===== src/rtl/mips_pkg.sv =====
// Shared MIPS pipeline types: forward-select encodings and the
// hazard-tag bundle carried alongside EX, MEM and WB.
package mips_pkg;

    // Widest register specifier a tag can hold; narrower ports zero-extend.
    localparam int TAG_RW = 8;

    // Select order matches the 3-input operand mux: RF, WB result, MEM ALU.
    typedef enum logic [1:0] {
        FWD_RF  = 2'b00,
        FWD_WB  = 2'b01,
        FWD_MEM = 2'b10
    } fwd_sel_e;

    typedef logic [TAG_RW-1:0] reg_id_t;

    typedef struct packed {
        logic    valid;
        logic    regwrite;
        logic    memtoreg;
        reg_id_t rd;
        reg_id_t rs;
        reg_id_t rt;
    } tag_t;

    localparam tag_t TAG_BUBBLE = '0;

    // Live tag whose destination is a real register equal to r.
    function automatic logic tag_hits(tag_t t, reg_id_t r);
        return t.valid && (t.rd != '0) && (t.rd == r);
    endfunction

    // As tag_hits, but the instruction must also write the register file.
    function automatic logic tag_writes(tag_t t, reg_id_t r);
        return t.regwrite && tag_hits(t, r);
    endfunction

endpackage


===== src/rtl/fwd_match.sv =====
// Forward-select for one source specifier against the MEM and WB tags.
// MEM is the younger producer, so it wins over WB.
module fwd_match
    import mips_pkg::*;
(
    input  reg_id_t  src,
    input  tag_t     mem_t,
    input  tag_t     wb_t,
    output fwd_sel_e sel
);

    // Fields that play no part in a forwarding decision.
    logic unused_fields;
    assign unused_fields = ^{mem_t.memtoreg, mem_t.rs, mem_t.rt,
                             wb_t.memtoreg, wb_t.rs, wb_t.rt};

    // Later assignment has priority: MEM overrides WB overrides RF.
    always_comb begin
        sel = FWD_RF;
        if (tag_writes(wb_t, src))
            sel = FWD_WB;
        if (tag_writes(mem_t, src))
            sel = FWD_MEM;
    end

endmodule


===== src/rtl/fwd_hazard_ctrl.sv =====
// Forwarding and hazard control for the 5-stage MIPS pipeline.
// Define FWD_ID_BRANCH_EN for ID-stage branch compare forwarding/stalls.
module fwd_hazard_ctrl
    import mips_pkg::*;
#(
    parameter int REGW = 5
) (
    input  logic            clk,
    input  logic            rst_n,
    input  logic            id_valid,
    input  logic [REGW-1:0] id_rs,
    input  logic [REGW-1:0] id_rt,
    input  logic [REGW-1:0] id_rd,
    input  logic            id_regwrite,
    input  logic            id_memtoreg,
    input  logic            id_branch,
    input  logic            branch_taken,
    output logic            stall_f,
    output logic            stall_d,
    output logic            flush_d,
    output logic            flush_e,
    output logic [1:0]      fwd_a_e,
    output logic [1:0]      fwd_b_e,
    output logic            fwd_a_d,
    output logic            fwd_b_d
);

    // REGW must not exceed TAG_RW; specifiers are zero-extended into tags.
    reg_id_t rs_d;
    reg_id_t rt_d;
    reg_id_t rd_d;

    assign rs_d = TAG_RW'(id_rs);
    assign rt_d = TAG_RW'(id_rt);
    assign rd_d = TAG_RW'(id_rd);

    tag_t id_tag;
    tag_t ex_q;
    tag_t mem_q;
    tag_t wb_q;

    assign id_tag = '{
        valid:    id_valid,
        regwrite: id_regwrite,
        memtoreg: id_memtoreg,
        rd:       rd_d,
        rs:       rs_d,
        rt:       rt_d
    };

    logic load_use;
    logic br_stall;
    logic stall;

    // A load in EX cannot feed a consumer in ID until it reaches WB.
    always_comb begin
        load_use = id_valid && ex_q.memtoreg &&
                   (tag_hits(ex_q, rs_d) || tag_hits(ex_q, rt_d));
    end

    assign stall   = load_use || br_stall;
    assign stall_f = stall;
    assign stall_d = stall;
    assign flush_e = stall;

    // A stalled ID keeps its instruction, so a taken branch waits a cycle.
    assign flush_d = branch_taken && !stall;

    // Tag pipeline: ID -> EX -> MEM -> WB, bubble into EX while stalled.
    always_ff @(posedge clk or negedge rst_n) begin
        if (!rst_n) begin
            ex_q  <= TAG_BUBBLE;
            mem_q <= TAG_BUBBLE;
            wb_q  <= TAG_BUBBLE;
        end else begin
            ex_q  <= flush_e ? TAG_BUBBLE : id_tag;
            mem_q <= ex_q;
            wb_q  <= mem_q;
        end
    end

    fwd_sel_e sel_a_e;
    fwd_sel_e sel_b_e;

    fwd_match u_match_a_e (
        .src   (ex_q.rs),
        .mem_t (mem_q),
        .wb_t  (wb_q),
        .sel   (sel_a_e)
    );

    fwd_match u_match_b_e (
        .src   (ex_q.rt),
        .mem_t (mem_q),
        .wb_t  (wb_q),
        .sel   (sel_b_e)
    );

    assign fwd_a_e = sel_a_e;
    assign fwd_b_e = sel_b_e;

`ifdef FWD_ID_BRANCH_EN

    fwd_sel_e sel_a_d;
    fwd_sel_e sel_b_d;

    // The branch comparator only taps the MEM ALU result, never WB.
    fwd_match u_match_a_d (
        .src   (rs_d),
        .mem_t (mem_q),
        .wb_t  (TAG_BUBBLE),
        .sel   (sel_a_d)
    );

    fwd_match u_match_b_d (
        .src   (rt_d),
        .mem_t (mem_q),
        .wb_t  (TAG_BUBBLE),
        .sel   (sel_b_d)
    );

    assign fwd_a_d = (sel_a_d == FWD_MEM);
    assign fwd_b_d = (sel_b_d == FWD_MEM);

    logic ex_src_hit;
    logic mem_src_hit;

    // Branch waits for an ALU result still in EX or a load still in MEM.
    always_comb begin
        ex_src_hit  = tag_hits(ex_q, rs_d) || tag_hits(ex_q, rt_d);
        mem_src_hit = tag_hits(mem_q, rs_d) || tag_hits(mem_q, rt_d);
        br_stall    = id_valid && id_branch &&
                      ((ex_q.regwrite && ex_src_hit) ||
                       (mem_q.memtoreg && mem_src_hit));
    end

`else

    // Branch operands come straight from the register file.
    logic unused_branch;
    assign unused_branch = id_branch;

    assign fwd_a_d  = 1'b0;
    assign fwd_b_d  = 1'b0;
    assign br_stall = 1'b0;

`endif

endmodule

===== config.mk =====
export PLATFORM = sky130hd
export DESIGN_NAME = fwd_hazard_ctrl
export DESIGN_NICKNAME = d
export VERILOG_FILES = /design/src/rtl/mips_pkg.sv /design/src/rtl/fwd_match.sv /design/src/rtl/fwd_hazard_ctrl.sv
export SDC_FILE = /design/constraint.sdc
export NUM_CORES = 1
export LEC_CHECK = 0
export ABC_AREA = 1
export CAP_MARGIN = 0
export CORE_MARGIN = 1.5
export CORE_UTILIZATION = 50
export CTS_BUF_LIST = sky130_fd_sc_hd__clkbuf_4 sky130_fd_sc_hd__clkbuf_8
export DETAILED_ROUTE_END_ITERATION = 8
export GPL_TIMING_DRIVEN = 0
export PLACE_DENSITY = 0.76
export SYNTH_ARGS = -nofsm -noshare
export SYNTH_HDL_FRONTEND = slang
export SYNTH_SLANG_ARGS = --single-unit

===== constraint.sdc =====
create_clock -name clk -period 1.91 [get_ports clk]
set_clock_uncertainty 0.2 [all_clocks]
set_input_delay 0.191 -clock clk [delete_from_list [all_inputs] [get_ports clk]]
set_output_delay 0.191 -clock clk [all_outputs]
set_load 0.005 [all_outputs]

==> results of run 1 <==
[worst min-delay path, stage by stage]
cell             delay (ns)
clkdlybuf4s50_1        0.39
inv_1                  0.06
a21oi_2                0.03
[metrics by stage]
step	setup WS, ns	utilization, %	setup TNS (ns)
3_3_place_gp	-0.484	63.9	-4.66
5_1_grt	-0.221	71.4	-0.852
4_1_cts	-0.172	70.4	-0.489
6_report	-0.121	71.4	-0.268
2_1_floorplan	0.380	-	0
3_5_place_dp	-0.480	63.9	-4.30
[flip-flops by register name, summed over array words and instances (netlist names)]
| signal | flops |
|---|---|
| ex_q | 18 |
| mem_q | 7 |
| wb_q | 7 |
[final cells by class]
| cell class | instances | area share (%) |
|---|---|---|
| inverters | 43 | 7.46 |
| well taps | 44 | 2.51 |
| repair buffers | 44 | 17.7 |
| plain buffers | 5 | 2.62 |
| multi-input cells | 121 | 30.3 |
| clock buffers | 8 | 3.02 |
| flip-flops and latches | 32 | 36.4 |
[power by group]
group	switching [mW]	leakage (nW)	internal, mW
registers	0.0313	0.374	0.715
clock network	0.218	0.0394	0.210
logic	0.139	0.721	0.129
total	0.388	1.13	1.05
[synthesized netlist by cell type]
library cell   n  share of area, %
nand2_1       50                12
inv_1         41               9.5
dfrtp_1       32                49
nor2_1        13               3.0
a21oi_1       12               3.7
o21ai_0       11               3.4
a21oi_2       10               5.4
nand3_1        5               1.5
buf_4          4               1.8
nor3_1         4               1.2
xnor2_1        4               2.2
nand4_1        3               1.2
inv_2          2              0.46
nand3_2        2               1.2
xor2_1         2               1.1
buf_12         1               1.2
buf_6          1              0.69
conb_1         1              0.23
nand2_4        1              0.69
nand3b_1       1              0.46
nor2_2         1              0.38
[worst max-delay path by stage]
stage	end	slack [ns]	cells past startpoint
6_report	stall_d	-0.12	9
5_1_grt	stall_d	-0.22	9
4_1_cts	stall_f	-0.17	10
3_5_place_dp	stall_f	-0.48	9
3_3_place_gp	stall_f	-0.48	9
2_1_floorplan	stall_d	0.38	6
[kinds of logic (layout without fill, tap and decap cells)]
kind of cell | count (synthesis) | after routing | share of synthesized area [%]
simple gates | 80 | 80 | 21.2
buf+inv | 49 | 100 | 13.7
compound gates | 33 | 33 | 12.5
flops | 32 | 32 | 49.2
xor+xnor | 6 | 6 | 3.23
other cells | 1 | 2 | 0.230
[routing by layer]
metal / vias up / track usage (%) / wire length [µm] / part of all wire [%]
met5: - / 0 / 0 / 0
met4: 0 / 7.62 / 39 / 1.1
met3: 6 / 6.28 / 149 / 4.3
met2: 39 / 39.9 / 1930 / 56
met1: 669 / 24.9 / 1350 / 39
li1: 711 / - / - / -
[timing repair]
item	4_1_cts	5_1_grt
hold endpoints to repair	0	32
pin swaps	16	19
setup buffers	14	2
endpoints found under the setup margin	8	8
hold buffers	0	1
gates resized for setup	54	15
==> results.yml, run 1 <==
sta:
  hold_slack_ns: 0.174
  finalSetupViolations: 5
  setup_ws_ns: -0.121
  fin_crit_ns: 2.03
  rsz0062_at_grt: "yes"
  slew_headroom_pct: 55.2
  min_period_over_period_pct: 106
  hold_viol: 0
  fmax_mhz: 492
  slew_viol_final: 0
  tightest_slew_ns: 0.672
placed_design:
  placed_area_um2: 1970
  port_buffers: 28
  dp_cells: 274
  gp_congestion: 0.863
  hpwl_mm: 2.36
clock_tree:
  cts_tree: "built"
  cts-root-buf: "clkbuf_4"
  htree_num_levels: 2
  clockBufferDepth: 2
  cts.sinks: 32
  clk_pin_slew_worst_paths_ns: 0.10
  numCtsBuffers: 5
  clkLatencyLatePin_ns: 0.33
routing:
  drc: 0
  drt-pass1-iter-count: 5
  ant_nets: 0
  vias_per_cell: 4.80
  drtIter0Drc: 33
  avgRoutedWirePerCell_um: 11.7
  wl_mm: 3.47
  vias: 1425
worst_setup_path:
  reg2reg_to: "ex_q[10]"
  crit_start: "ex_q[17]"
  slowest_delay_ns: 0.41
  crit_family: "flip-flops"
  slowest_stage: "dfrtp_1"
  ff2ff_path_depth: 9
  worst-path-buf-inv: 4
  cp.required_ns: 1.52
  crit_type: "flip-flop to output pin"
  r2r_setup_slack_ns: 0.14
  arrival_ns: 1.64
  startpoint_type: "flip-flop"
  crit_path_max_fanout: 4
  crit-reg2reg-launch: "ex_q[16]"
  endpoint_kind: "output pin"
  cp_cell_sequence: "inv_2, nand2_1, nand2_1, nor2_4, nand3_2, a21oi_2, buf_4, buf_6, buf_6"
yosys:
  ys_types: 21
  netlist_instances: 201
  synth_seq_area_share_pct: 49.2
  ys_ff_latch: 32
  syn-cell-area_um2: 1630
  synth_area_per_cell_um2: 8.10
  yosysWarnings: 0
power:
  p_per_area_nw_per_um2: 657
  vdd.ir_drop.worst_uv: 465
  p_leak_nw: 1.13
  power.total_mw: 1.44
finish:
  num_antenna_cells: 0
  fin_area_um2: 2200
  final_common_cell: "nand2_1"
  fin_nets: 274
  area_delta_synth_final_pct: 35.0
  layoutNonFillerInstCount: 297
  mostFrequentLayoutCells: "46 x nand2_1, 35 x inv_1, 32 x dfrtp_1, 19 x clkdlybuf4s50_1, 14 x buf_4"
  regArea_um2: 801
  multi_input_area_um2: 666
  fillerInstances: 239
  final_layout_size_suffix_gt1_share_pct: 28.5
min_path:
  holdPathStages: 3
  hold_end: "ex_q[20]"
  hold_start: "id_rd[4]"
  hold_class: "input port to flip-flop"
global_route:
  grt_antenna_before_repair: 0
  grt_max_degree: 33
  track_usage_pct: 22.2
  grt_pass1_vias: 1369
  grt_pass1_wl_mm: 5.73
  grt_overflow_total: 0
floorplan:
  fp.coreArea_um2: 3080
  initial_utilization_pct: 52.9
  rows: 20
  die_h_um: 60.1
  io_pins: 32
  die_x_um: 60.1
  dieArea_um2: 3610
run:
  maxCapViolCount: 0
run_status:
  status: "finished with violations"
  violations: "setup timing"
No activity file was read; power rests on OpenSTA's default activity.
==> run 2, diff against run 1 <==
- CORE_UTILIZATION: 50 -> 57
- PLACE_DENSITY: 0.76 -> 0.85
- clock period: 1.91 -> 2.5 ns (I/O delays scaled with it)
==> results.yml, run 2 (synthesis gave the netlist of run 1 again) <==
sta:
  fmax_mhz: 419
  finalSetupViolations: 0
  hold_slack_ns: 0.160
  fin_crit_ns: 2.39
  tightest_slew_ns: 0.666
  hold_viol: 0
  rsz0062_at_grt: "no"
  slew_headroom_pct: 55.6
  min_period_over_period_pct: 95.5
  slew_viol_final: 0
  setup-tns-final_ns: 0
  setup_ws_ns: 0.113
floorplan:
  dieArea_um2: 3190
  rows: 19
  io_pins: 32
  initial_utilization_pct: 59.5
  fp.coreArea_um2: 2730
  die_h_um: 56.4
  die_x_um: 56.4
routing:
  wl_mm: 3.36
  drtIter0Drc: 46
  vias_per_cell: 5.01
  vias: 1377
  drt-pass1-iter-count: 4
  avgRoutedWirePerCell_um: 12.2
  ant_nets: 0
  drc: 0
power:
  power.total_mw: 1.08
  p_leak_nw: 1.12
  p_per_area_nw_per_um2: 515
  vdd.ir_drop.worst_uv: 605
global_route:
  grt_pass1_vias: 1351
  track_usage_pct: 23.3
  grt_antenna_before_repair: 0
  grt_overflow_total: 0
  grt_pass1_wl_mm: 5.49
  grt_max_degree: 33
worst_setup_path:
  ff2ff_path_depth: 9
  slowest_stage: "clkdlybuf4s50_1"
  cp.required_ns: 2.05
  cp_cell_sequence: "nor2_1, nand4_1, nand3b_1, buf_4, a21oi_4, clkdlybuf4s50_1"
  startpoint_type: "flip-flop"
  crit_type: "flip-flop to output pin"
  slowest_delay_ns: 0.52
  crit-reg2reg-launch: "ex_q[17]"
  endpoint_kind: "output pin"
  crit_path_max_fanout: 5
  reg2reg_to: "ex_q[10]"
  r2r_setup_slack_ns: 0.82
  arrival_ns: 1.94
finish:
  mostFrequentLayoutCells: "50 x nand2_1, 39 x inv_1, 32 x dfrtp_1, 24 x clkdlybuf4s50_1"
  num_antenna_cells: 0
  layoutNonFillerInstCount: 275
  fin_nets: 266
  utilization_pct: 77.1
  final_common_cell: "nand2_1"
  area_delta_synth_final_pct: 29.5
  fin_area_um2: 2110
  regMostFlops: "ex_q"
  final_layout_size_suffix_gt1_share_pct: 17.2
  top_regs: "ex_q x18, mem_q x7, wb_q x7"
  largest_reg_flops: 18
placed_design:
  hpwl_mm: 2.35
  gp_congestion: 0.890
  place_ws_ns: -0.0549
  dp_cells: 261
  placed_area_um2: 1950
  port_buffers: 28
clock_tree:
  clk_pin_slew_worst_paths_ns: 0.10
  cts-root-buf: "clkbuf_4"
  cts_tree: "built"
  htree_num_levels: 2
  clkLatencyLatePin_ns: 0.35
  numCtsBuffers: 5
  clockBufferDepth: 2
  cts.sinks: 32
min_path:
  hold_start: "ex_q[25]"
  holdPathStages: 0
  hold_class: "flip-flop to flip-flop"
  hold_end: "mem_q[25]"
run_status:
  status: "finished clean"
run:
  maxCapViolCount: 0
-- run 2: area by class of cell --
cell class | count | area, µm²
flip-flops and latches | 32 | 801
multi-input cells | 121 | 643
fillers | 181 | 626
repair buffers | 35 | 338
inverters | 43 | 161
clock buffers | 7 | 65.1
plain buffers | 6 | 61.3
well taps | 31 | 38.8
-- run 2: per-layer routing --
metal,up-vias,share of wire (%),GRT usage [%]
li1,697,-,-
met1,620,40,26.2
met2,50,52,39.5
met3,10,5.4,8.53
met4,0,2.4,9.86
met5,-,0,0
-- run 2: how the worst max path moves through the flow --
stage,slack [ns],endpoint,start,cells after the start
after floorplan,0.91,stall_d,ex_q[18],6
after global placement,0.004,stall_d,id_rt[0],9
after detailed placement,-0.05,stall_d,id_rt[0],9
after CTS,0.0004,stall_d,ex_q[17],8
after global routing,0.02,flush_e,ex_q[18],7
final,0.11,flush_e,ex_q[18],6
-- run 2: worst max-delay path: cells and delay by family, from the launching register on --
kind / cells / cell delay, ns
flip-flops: 1 / 0.45
AND/OR/NAND/NOR: 3 / 0.31
buffers and inverters: 2 / 0.70
AO/OA/AOI/OAI: 1 / 0.13
-- run 2: power by group --
part	internal, mW	switching (mW)
clock	0.159	0.171
sequential	0.546	0.0248
combinational	0.0852	0.0978
-- run 2: what timing repair did --
item | CTS | global route
hold buffers | 0 | 1
pin swaps | 3 | 5
endpoints found under the hold margin | 0 | 32
cloned | 0 | 0
setup endpoints to repair | 3 | 4
buffers inserted | 1 | 5
resized for setup | 3 | 9
